**src/rtl/matrix_loader.sv**
```systemverilog
// rtl/matrix_loader.sv - packs 5x5 byte matrices from a valid/ready stream into operand RAM words
// Optional feature macro MATRIX_LOADER_CHECKSUM_EN: each frame carries a trailing sum-mod-256 byte.
module matrix_loader #(
    parameter int ELEM_W = 8,
    parameter int N_ELEM = 25,
    parameter int N_MAT  = 2,
    parameter int ADDR_W = 8,
    parameter int WORD_W = 256
) (
    input  logic              clock,
    input  logic              reset_n,
    input  logic              start,
    input  logic [ADDR_W-1:0] base_addr,
    input  logic              in_valid,
    input  logic [ELEM_W-1:0] in_data,
    input  logic              in_last,
    output logic              in_ready,
    output logic [ADDR_W-1:0] ram_address,
    output logic [WORD_W-1:0] ram_data,
    output logic              ram_wren,
    output logic              busy,
    output logic              done,
    output logic              error
);

`ifdef MATRIX_LOADER_CHECKSUM_EN
    localparam int FRAME_LEN = N_ELEM + 1;
`else
    localparam int FRAME_LEN = N_ELEM;
`endif
    localparam int CNT_W = $clog2(FRAME_LEN + 1);
    localparam int MAT_W = $clog2(N_MAT + 1);
    localparam logic [CNT_W-1:0] ELEM_LAST  = CNT_W'(N_ELEM - 1);
    localparam logic [CNT_W-1:0] FRAME_LAST = CNT_W'(FRAME_LEN - 1);
    localparam logic [MAT_W-1:0] MAT_LAST   = MAT_W'(N_MAT - 1);

    typedef enum logic [1:0] {
        S_IDLE    = 2'd0,
        S_COLLECT = 2'd1,
        S_WRITE   = 2'd2,
        S_DONE    = 2'd3
    } state_t;

    state_t            state_q, state_d;
    logic [CNT_W-1:0]  elem_cnt_q, elem_cnt_d;
    logic [MAT_W-1:0]  mat_cnt_q, mat_cnt_d;
    logic [ADDR_W-1:0] base_q, base_d;
    logic [WORD_W-1:0] pack_q, pack_d;
    logic [ADDR_W-1:0] ram_address_q, ram_address_d;
    logic [WORD_W-1:0] ram_data_q, ram_data_d;
    logic              error_q, error_d;
`ifdef MATRIX_LOADER_CHECKSUM_EN
    logic [ELEM_W-1:0] csum_q, csum_d;
`endif

    always_ff @(posedge clock or negedge reset_n) begin
        if (!reset_n) begin
            state_q       <= S_IDLE;
            elem_cnt_q    <= '0;
            mat_cnt_q     <= '0;
            base_q        <= '0;
            pack_q        <= '0;
            ram_address_q <= '0;
            ram_data_q    <= '0;
            error_q       <= 1'b0;
`ifdef MATRIX_LOADER_CHECKSUM_EN
            csum_q        <= '0;
`endif
        end else begin
            state_q       <= state_d;
            elem_cnt_q    <= elem_cnt_d;
            mat_cnt_q     <= mat_cnt_d;
            base_q        <= base_d;
            pack_q        <= pack_d;
            ram_address_q <= ram_address_d;
            ram_data_q    <= ram_data_d;
            error_q       <= error_d;
`ifdef MATRIX_LOADER_CHECKSUM_EN
            csum_q        <= csum_d;
`endif
        end
    end

    always_comb begin
        state_d       = state_q;
        elem_cnt_d    = elem_cnt_q;
        mat_cnt_d     = mat_cnt_q;
        base_d        = base_q;
        pack_d        = pack_q;
        ram_address_d = ram_address_q;
        ram_data_d    = ram_data_q;
        error_d       = error_q;
`ifdef MATRIX_LOADER_CHECKSUM_EN
        csum_d        = csum_q;
`endif
        case (state_q)
            S_IDLE: begin
                if (start) begin
                    base_d     = base_addr;
                    elem_cnt_d = '0;
                    mat_cnt_d  = '0;
                    pack_d     = '0;
                    error_d    = 1'b0;
`ifdef MATRIX_LOADER_CHECKSUM_EN
                    csum_d     = '0;
`endif
                    state_d    = S_COLLECT;
                end
            end
            S_COLLECT: begin
                if (in_valid) begin
                    // The checksum byte (index N_ELEM) is never packed into the word
                    if (elem_cnt_q <= ELEM_LAST) begin
                        pack_d[int'(elem_cnt_q)*ELEM_W +: ELEM_W] = in_data;
`ifdef MATRIX_LOADER_CHECKSUM_EN
                        csum_d = csum_q + in_data;
`endif
                    end
                    elem_cnt_d = elem_cnt_q + CNT_W'(1);
                    if (in_last != (elem_cnt_q == FRAME_LAST)) begin
                        error_d = 1'b1;
                        state_d = S_IDLE;
                    end
`ifdef MATRIX_LOADER_CHECKSUM_EN
                    else if ((elem_cnt_q == FRAME_LAST) && (in_data != csum_q)) begin
                        error_d = 1'b1;
                        state_d = S_IDLE;
                    end
`endif
                    else if (elem_cnt_q == FRAME_LAST) begin
                        ram_address_d = base_q + ADDR_W'(mat_cnt_q);
                        ram_data_d    = pack_d;
                        state_d       = S_WRITE;
                    end
                end
            end
            S_WRITE: begin
                mat_cnt_d  = mat_cnt_q + MAT_W'(1);
                elem_cnt_d = '0;
                pack_d     = '0;
`ifdef MATRIX_LOADER_CHECKSUM_EN
                csum_d     = '0;
`endif
                state_d    = (mat_cnt_q == MAT_LAST) ? S_DONE : S_COLLECT;
            end
            S_DONE: begin
                state_d = S_IDLE;
            end
            default: begin
                state_d = S_IDLE;
            end
        endcase
    end

    assign in_ready    = (state_q == S_COLLECT);
    assign ram_wren    = (state_q == S_WRITE);
    assign busy        = (state_q != S_IDLE);
    assign done        = (state_q == S_DONE);
    assign error       = error_q;
    assign ram_address = ram_address_q;
    assign ram_data    = ram_data_q;

endmodule

```
**config.mk**
```make
export PLATFORM = sky130hd
export DESIGN_NAME = matrix_loader
export DESIGN_NICKNAME = d
export VERILOG_FILES = /design/src/rtl/matrix_loader.sv
export SDC_FILE = /design/constraint.sdc
export NUM_CORES = 1
export LEC_CHECK = 0
export ABC_CLOCK_PERIOD_IN_PS = 4000
export CAP_MARGIN = 15
export CELL_PAD_IN_SITES_DETAIL_PLACEMENT = 0
export CELL_PAD_IN_SITES_GLOBAL_PLACEMENT = 2
export CORE_UTILIZATION = 35
export CTS_CLUSTER_SIZE = 10
export DETAILED_ROUTE_END_ITERATION = 7
export GPL_TIMING_DRIVEN = 0
export PLACE_DENSITY_LB_ADDON = 0.3
export SLEW_MARGIN = 20
export SYNTH_ARGS = -nofsm -noshare
export SYNTH_HDL_FRONTEND = slang
export SYNTH_SLANG_ARGS = --single-unit
```
**constraint.sdc**
```tcl
create_clock -name clock -period 4 [get_ports clock]
set_input_delay 0.8 -clock clock [delete_from_list [all_inputs] [get_ports clock]]
set_output_delay 0.8 -clock clock [all_outputs]
set_load 0.03 [all_outputs]
```
* Yosys cells after proc, flatten, opt, wreduce, memory -nomap -nowiden *
Cells that the tools add are included.

word-level totals
  output and inout port bits = 269
  flip-flop bits (word level) = 538
  word-level logic and storage cells = 57

cells by class
  bitwise gates (word level) = 1
  add/subtract/negate cells = 4
  reduce and logical (&&, ||, !) cells = 11
  order comparisons = 1
  mux-type cells = 20
  equality and inequality tests = 10
  shifts and indexed selects = 2

operators by type and width
  cell                      count
  $mux 256                  3
  $pmux 256 s3              1
  $bwmux 256                1
  $shift 8x33->256 const A  1
  $shiftx 8x33->256         1
  $neg 8->33                1
  $pmux 5 s3                1
  $mux 2                    6
  $mux 5                    2
  $add 8x2->8               1
  $pmux 2 s4                1
  $reduce_and 4->1          2
  $reduce_and 3->1          2
  $reduce_bool 2->1         3
  $add 5x1->5 const B       1
  $eq 5x5->1 const B        1
  $le 5x5->1 const B        1
  $eq 2x1->1 const B        2
  $eq 2x2->1 const B        2
  $ne 2x2->1 const B        2
  $pmux 2 s2                1
  $reduce_and 2->1          2
  $mux 1                    3
  $ne 3x1->1 const B        1
  other kinds (7)           7

* Longest topological paths before layout *
Gate-level depths: netlist of the first run.

  word-level depth = 6
  depth in mapped cells = 14
  depth with buffers taken out = 11

* Least setup slack after synthesis of the first run *
OpenSTA, ideal clock, no wires.

  kind = register to register
  start point = reg elem_cnt_q[0]
  end point = reg pack_q[32]
  slack = 0.751 ns
  stages on the path, launching flop included = 12
  data arrival time = 3.182 ns
  period minus slack after synthesis = 3.249 ns
  data required time = 3.933 ns
  buffers on the path = 3
  cell sequence = dfrtp_1 > clkbuf_1 > inv_1 > ha_1 > buf_2 > nor2b_1 > and2_1 > ha_1 > clkbuf_1 > or3_1 > nor4_1 > a22o_1

on the way
  longest elaborated chain between the ends = 6
  elaborated cells between the ends (all ways) = 8
  those cells by class = add/sub (1); order compare (1); shift (2); mux (4)

RTL lines
  what                                                          RTL line  text
  from (decl)                                                   45        logic [CNT_W-1:0] elem_cnt_q, elem_cnt_d;
  from (signal assigned)                                        71        elem_cnt_q <= elem_cnt_d;
  $neg 8->33                                                    114       pack_d[int'(elem_cnt_q)*ELEM_W +: ELEM_W] = in_data;
  $shiftx 8x33->256 / $shift 8x33->256 (equally long branches)  114
  $bwmux 256                                                    114
  $mux 256 *                                                    113       if (elem_cnt_q <= ELEM_LAST) begin
  $mux 256 *                                                    111       if (in_valid) begin
  $pmux 256 s3 *                                                96        case (state_q)
  to (signal assigned)                                          74        pack_q <= pack_d;
  to (decl)                                                     48        logic [WORD_W-1:0] pack_q, pack_d;

Every way passes the cells marked *; elsewhere a longest branch is shown, timed or not. The select of a mux whose other input is x is not followed.
A chain may end at the register's enable or synchronous reset.

* Worst setup path in the final report of the first run *
  start point = reg elem_cnt_q[0]
  end point = reg ram_data_q[181], in the netlist ram_data[181]

on the way
  longest elaborated chain between the ends = 4
  elaborated cells between the ends (all ways) = 10
  those cells by class = add/sub (1); order compare (1); eq/ne (2); shift (2); mux (2); bitwise (1); reduce/logical (1)

RTL lines
  what                                                 RTL line       text
  $neg 8->33 / $eq 5x5->1 (equally long branches)      114, 120, 130
  $shiftx 8x33->256, or another cell as far along      114
  $bwmux 256 / $not 1->1 (equally long branches)       -
  $mux 256 / $reduce_and 4->1 (equally long branches)  -
  to (signal assigned)                                 76             ram_data_q <= ram_data_d;
  to (decl)                                            50             logic [WORD_W-1:0] ram_data_q, ram_data_d;

Several ways; a longest one is shown, not always the timed one.

==> impl_results.md, run 1 <==
- Core Region: 60,800 µm²
- EDFF count, synth: 0
- Required @ worst endpoint: 4530 ps
- Endpoints failing setup: 0
- Slowest CP cell: clkbuf_1
- Place WS: -522 ps
- Gr ovfl total: 0
- Reg-to-reg endpoint: ram_data[181]
- Clk slew on worst S/H paths: 60 ps
- # hold bufs at CTS: 0
- Arrival time at the worst endpoint: 4360 ps
- HPWL Detailed: 55,400 µm
- Flops & latches, synth: 538
- Clock Tree Buf Depth: 3
- Setup crit end: ram_data[181]
- Initial antenna violation count: 2
- Max FO, Critical Path: 12
- CTS tree: built
- Via count: 17.2k
- Worst-Margin Slew: 1180 ps
- Critical Path, Cell by Cell: inv_1 > ha_1 > clkbuf_1 > nor2b_1 > clkbuf_1 > nand2_1 > nor2_1 > mux2i_2 > o21ai_0
- 1st-pass router iterations: 7
- Max-cap violations: 0
- Critical path's top delay family: simple AND/OR/NAND/NOR gates
- CTS buffer count: 61
- Reg-to-reg slack, setup: 170 ps
- TritonCTS Sinks: 538
- Yosys cell types: 52
- WP depth: 9
- WP buf/inv: 3
- Area delta synth->final: 26.7%
- Starting DRT DRC Count: 1,243
- Crit-path max cell delay: 610 ps
- Pwr/cell area: 492 nW/µm²
- Clock Skew: 24.1 ps
- Tot Pwr: 0.0135 W
- Synth Flop Type: dfrtp_1
- Port-buffer cells: 281
- Reg2reg path depth: 9
- Post-Syn Area: 21,700 µm²
- DRC: 0
- Crit path from: elem_cnt_q[0]
- RSZ-0062 raised after global routing: no
- Seq/Total Area, Yosys: 0.620
- Minimum clock period: 3830 ps
- NumNets Final: 2,474
- Die H: 251 µm
- Synth Warn #: 0
- Routability cong.: 0.912
- Crit. End Element: flop
- Slew HR: 0.210
- First-pass GRT wire length: 115,000 µm
- Fin crit share: 0.959
- Largest net degree at the start of global routing: 101
- Routed wire length: 76,600 µm
- Die area: 63,000 µm²
- LEAKAGE: 12.4 nW
- Initial core utilization: 0.357
- Number of global-route vias before repair: 17.7k
- Clock insertion delay at the later pin of the skew report: 630 ps
- Post-layout util: 0.452
- Share of layout cells above drive strength 1: 0.0614
- Antenna viol nets, final: 0
- WL/cell: 23.6 µm
- DIE WIDTH: 251 µm
- Critical Path Start Type: flop
- Setup TNS: 0 ps
- Final Hold Fails: 0
- H-tree Lvls: 2
- Via-per-instance ratio: 5.30
- Setup Crit Path Kind: reg -> reg
- Worst reg2reg path startpoint: elem_cnt_q[0]
- Syn_nets: 2,119
- Global Route Usage Sum: 0.244
- Final worst setup slack: 165 ps
- Most used cell, CP: clkbuf_1
- Status: complete, no violations
- F_max: 261 MHz
- Async SR Flop Fraction: 1.00
- IO Pins: 290
- Fin. max-slew vios: 0
- CTS root buf: clkbuf_16
- Row cnt: 90
- Avg Cell Area, Syn: 10.4 µm²
- Worst IR Drop VDD: 0.312 mV
- Post-Syn Instances: 2,091
- Hold Path Class: in -> async
- Layout filler cell count: 5,804
-- sequential cells by signal, indices dropped and copies added (netlist names) --
signal / count
ram_data: 256
ram_address: 8
error: 1
mat_cnt_q: 2
state_q: 2
pack_q: 256
elem_cnt_q: 5
base_q: 8
-- layer usage --
| layer | vias up | routed length (µm) | global-route usage |
|---|---|---|---|
| met5 | - | 0 | 0 |
| met2 | 463 | 36900 | 0.404 |
| met1 | 8742 | 33900 | 0.327 |
| met4 | 0 | 2290 | 0.0828 |
| met3 | 99 | 3480 | 0.0355 |
| li1 | 7902 | - | - |
-- final cells by class --
type / instances / area [µm²] / share of cell area
inverter: 12 / 45.0 / 0.00164
buffer: 127 / 510 / 0.0186
tap: 782 / 978 / 0.0356
clock buffer: 75 / 1660 / 0.0604
multi-input combinational: 1413 / 7800 / 0.284
antenna: 2 / 5.00 / 0.000182
clock inverter: 3 / 18.8 / 0.000682
timing repair buffer: 293 / 3030 / 0.110
sequential: 538 / 13500 / 0.489
-- how the worst min path moves through the flow --
stage / start / to / slack (ps) / cells past startpoint
after floorplan: pack_q[200] / ram_data[200] / 440 / 2
after global placement: ram_data[22] / ram_data[22] / 450 / 2
after detailed placement: ram_data[59] / ram_data[59] / 460 / 2
after CTS: reset_n / ram_data[9] / 90 / 1
after global routing: reset_n / ram_data[9] / 120 / 1
final: reset_n / ram_data[9] / 100 / 1
-- cell usage in the layout (no fill, tap or decap), types with 6 or more instances in the layout --
| cell type | instances |
|---|---|
| o21ai_2 | 8 |
| and2_1 | 11 |
| and3_1 | 7 |
| a31oi_1 | 6 |
| nor4_1 | 6 |
| xnor2_1 | 6 |
| mux2i_1 | 50 |
| nand3_1 | 10 |
| dfrtp_1 | 538 |
| nor2_1 | 68 |
| inv_1 | 11 |
| clkdlybuf4s50_1 | 280 |
| clkbuf_2 | 7 |
| a32o_1 | 14 |
| mux2_2 | 7 |
| nor2b_1 | 12 |
| o21ai_1 | 15 |
| a22o_1 | 68 |
| buf_4 | 6 |
| nand2b_1 | 6 |
| clkbuf_16 | 63 |
| nand4_1 | 9 |
| ha_1 | 6 |
| buf_2 | 17 |
| a21oi_1 | 43 |
| a21o_1 | 10 |
| buf_16 | 6 |
| nor3_1 | 29 |
| o21ai_0 | 125 |
| o2bb2ai_1 | 148 |
| nand2_1 | 688 |
| buf_1 | 6 |
| clkbuf_1 | 104 |
| xor2_1 | 6 |
| a32oi_1 | 6 |
-- cells by family (layout without fill, tap and decap cells) --
kind of cell               count (synthesis)  count (layout)  share of synthesized area
DFF                                      538             538                      0.620
other                                      0               2                          0
AOI/OAI and AO/OA                        461             461                      0.155
and+or+nand+nor                          875             875                      0.164
adders and majority gates                  7               7                    0.00438
xor gates and xnor gates                  12              12                    0.00484
muxes                                     58              58                     0.0272
buffers and inverters                    140             510                     0.0252
-- repair_timing --
item / CTS / global route
resized for setup: 15 / 16
setup endpoints to repair: 196 / 328
cloned: 0 / 0
setup buffers: 1 / 2
pin swaps: 2 / 0
endpoints found under the hold margin: 0 / 0
-- stage by stage --
stage	cells	cell area, µm²	hold slack (ps)
2_1_floorplan	2091	21700	439
4_1_cts	3242	27500	87.7
3_3_place_gp	3154	25500	452
3_5_place_dp	3163	25700	456
6_report	3245	27500	95.2
5_1_grt	3245	27500	117
-- worst reg2reg max path, stage by stage, from the launching register on --
cell and delay (ps):
dfrtp_1 560, inv_1 190, ha_1 310, clkbuf_1 260, nor2b_1 310, clkbuf_1 610, nand2_1 440, nor2_1 610
mux2i_2 250, o21ai_0 210
-- cell usage after synthesis, types with 12 or more instances --
cell type / n / share of area
a21oi_1: 44 / 0.010
o2bb2ai_1: 148 / 0.060
nor2b_1: 12 / 0.0035
o21ai_1: 21 / 0.0048
mux2i_1: 51 / 0.024
a22o_1: 68 / 0.027
o21ai_0: 126 / 0.029
buf_2: 18 / 0.0042
nor2_1: 69 / 0.012
dfrtp_1: 538 / 0.62
a32o_1: 14 / 0.0065
nor3_1: 31 / 0.0071
nand2_1: 688 / 0.12
clkbuf_1: 104 / 0.018
-- power by group --
part           switching, W  internal (W)
Combinational       0.00234      0.000561
Clock               0.00214       0.00285
Sequential         0.000102       0.00554
Total               0.00458       0.00895
Power figures use the tool's default switching activity.
==> inputs of run 2 (changes only) <==
ABC_CLOCK_PERIOD_IN_PS = 4600   (was 4000)
CORE_UTILIZATION = 38   (was 35)
PLACE_DENSITY_LB_ADDON = 0.1   (was 0.3)
clock period = 4.6 ns   (was 4 ns; I/O delays follow)
==> impl_results.md, run 2 (synthesis gave the netlist of run 1 again) <==
- Largest net degree at the start of global routing: 101 (unchanged)
- Starting DRT DRC Count: 1,285 (+3.4%)
- Routed wire length: 76,100 µm (-0.59%)
- Critical Path Start Type: flop
- Status: complete, no violations
- Endpoints failing setup: 0 (unchanged)
- Fin crit share: 0.960 (+0.00124)
- Port-buffer cells: 281 (unchanged)
- Most common cell after layout, fill and taps aside: nand2_1
- Core Region: 56,400 µm² (-7.3%)
- Routability cong.: 0.911 (about the same)
- Die H: 241 µm (-4.0%)
- DIE WIDTH: 241 µm (-4.0%)
- Die area: 58,100 µm² (-7.8%)
- 1st-pass router iterations: 5 (-2)
- TritonCTS Sinks: 538 (unchanged)
- Initial core utilization: 0.385 (+0.0280)
- Required @ worst endpoint: 5080 ps (+550 ps)
- H-tree Lvls: 2 (unchanged)
- First-pass GRT wire length: 114,000 µm (-0.89%)
- Worst-Margin Slew: 1300 ps (+116 ps)
- Fin area: 27,400 µm² (-0.44%)
- Clock insertion delay at the later pin of the skew report: 620 ps (about the same)
- Post-DP Area: 25,700 µm² (-0.15%)
- Arrival time at the worst endpoint: 4900 ps (+540 ps)
- Worst IR Drop VDD: 0.284 mV (-8.9%)
- Min Hold Slack: 276 ps (+181 ps)
- Row cnt: 87 (-3.3%)
- Antenna viol nets, final: 0 (unchanged)
- Setup Fix Bufs, Post-CTS: 0 (-1)
- F_max: 226 MHz (-13%)
- Post-CTS Resized: 0 (-15)
- Hold Path Class: in -> async
- CTS buffer count: 61 (unchanged)
- # hold bufs at CTS: 0 (unchanged)
- HPWL Detailed: 55,400 µm (-0.12%)
- RSZ-0062 raised after global routing: no
- Setup TNS: 0 ps (unchanged)
- Fin. max-slew vios: 0 (unchanged)
- Number of global-route vias before repair: 17.9k (+1.1%)
- Pwr/cell area: 429 nW/µm² (-13%)
- Layout filler cell count: 5,328 (-8.2%)
- CTS tree: built
- Area delta synth->final: 26.2%
- Worst reg2reg path startpoint: elem_cnt_q[0]
- Minimum clock period: 4420 ps (+581 ps)
- Initial antenna violation count: 0 (-2)
- LEAKAGE: 12.4 nW (-0.25%)
- Reg2reg path depth: 13 (+4)
- WL/cell: 23.7 µm (+0.28%)
- Reg-to-reg endpoint: pack_q[253]
- Global Route Usage Sum: 0.265 (+0.0217)
- IO Pins: 290 (unchanged)
- Clk slew on worst S/H paths: 60 ps (about the same)
- Gr ovfl total: 0 (unchanged)
- Setup Crit Path Kind: reg -> reg
- Final Hold Fails: 0 (unchanged)
- Clock Skew: 15.9 ps (-8.24 ps)
- NumNets Final: 2,471 (-0.12%)
- DRC: 0 (unchanged)
- Slew HR: 0.132 (-0.0779)
- Via-per-instance ratio: 5.36 (+1.2%)
- Max-cap violations: 0 (unchanged)
- Crit. End Element: flop
- Clock Tree Buf Depth: 3 (unchanged)
- Most frequent cells in the layout: nand2_1, dfrtp_1, clkdlybuf4s50_1
- Reg-to-reg slack, setup: 180 ps (+20 ps)
- Via count: 17.3k (+0.28%)
- Share of layout cells above drive strength 1: 0.0516 (-0.00973)
- CTS root buf: clkbuf_16
- Max FO, Critical Path: 10 (-2)
-- run 2: cell types whose count changed in the layout (fill, tap and decap cells not counted), sizes merged --
cell and delta:
clkdlybuf4s15 +1, clkbuf +3, buf -3, clkinv -2, diode -1
-- run 2: critical path, stage by stage (launching register included) --
cell and delay (ps):
dfrtp_1 360, clkbuf_1 350, inv_1 180, ha_1 230
buf_2 180, nor2b_1 180, and2_1 170, ha_1 250
clkbuf_1 290, nor2_1 530, nand3_1 200, nor2_2 620
o21ai_1 470, o2bb2ai_1 250
-- run 2: cell type report --
type	count	area [µm²]	share of cell area
Antenna cell	1	2.50	0.0000914
Buffer	128	512	0.0187
Sequential cell	538	13500	0.492
Clock inverter	1	8.76	0.000320
Timing Repair Buffer	289	3000	0.109
Inverter	12	45.0	0.00164
Tap cell	756	946	0.0345
Clock buffer	79	1700	0.0619
Multi-Input combinational cell	1413	7720	0.282
-- run 2: layer usage --
layer / routed length [µm] / share of wire / track usage
met3: 3560 / 0.047 / 0.0403
met2: 37600 / 0.49 / 0.449
met1: 33100 / 0.44 / 0.353
met5: 0 / 0 / 0
met4: 1880 / 0.025 / 0.0744
-- run 2: how the worst max path moves through the flow --
stage	start	to	cells after the start
floorplan	elem_cnt_q[0]	pack_q[32]	11
global placement	reset_n	ram_data[163]	1
detailed placement	elem_cnt_q[0]	ram_data[231]	12
CTS	elem_cnt_q[0]	ram_data[228]	12
global route	elem_cnt_q[0]	pack_q[254]	13
finish	elem_cnt_q[0]	pack_q[253]	13
-- run 2: stage by stage --
step	util	power, W	instances	setup slack, ps
final	0.486	0.0118	3217	184
after global routing	0.486	0.0122	3216	1.39
after CTS	0.486	0.0118	3216	85.0
after detailed placement	0.455	0.00744	3136	115
after global placement	0.452	0.00739	3128	-21470
after floorplan	-	0.00626	2091	1350
-- run 2: power by group --
part,switching (W),internal (W),leakage (nW)
clock,0.00185,0.00252,0.836
combinational,0.00204,0.000459,4.07
sequential,0.0000743,0.00482,7.49
total,0.00397,0.00779,12.4
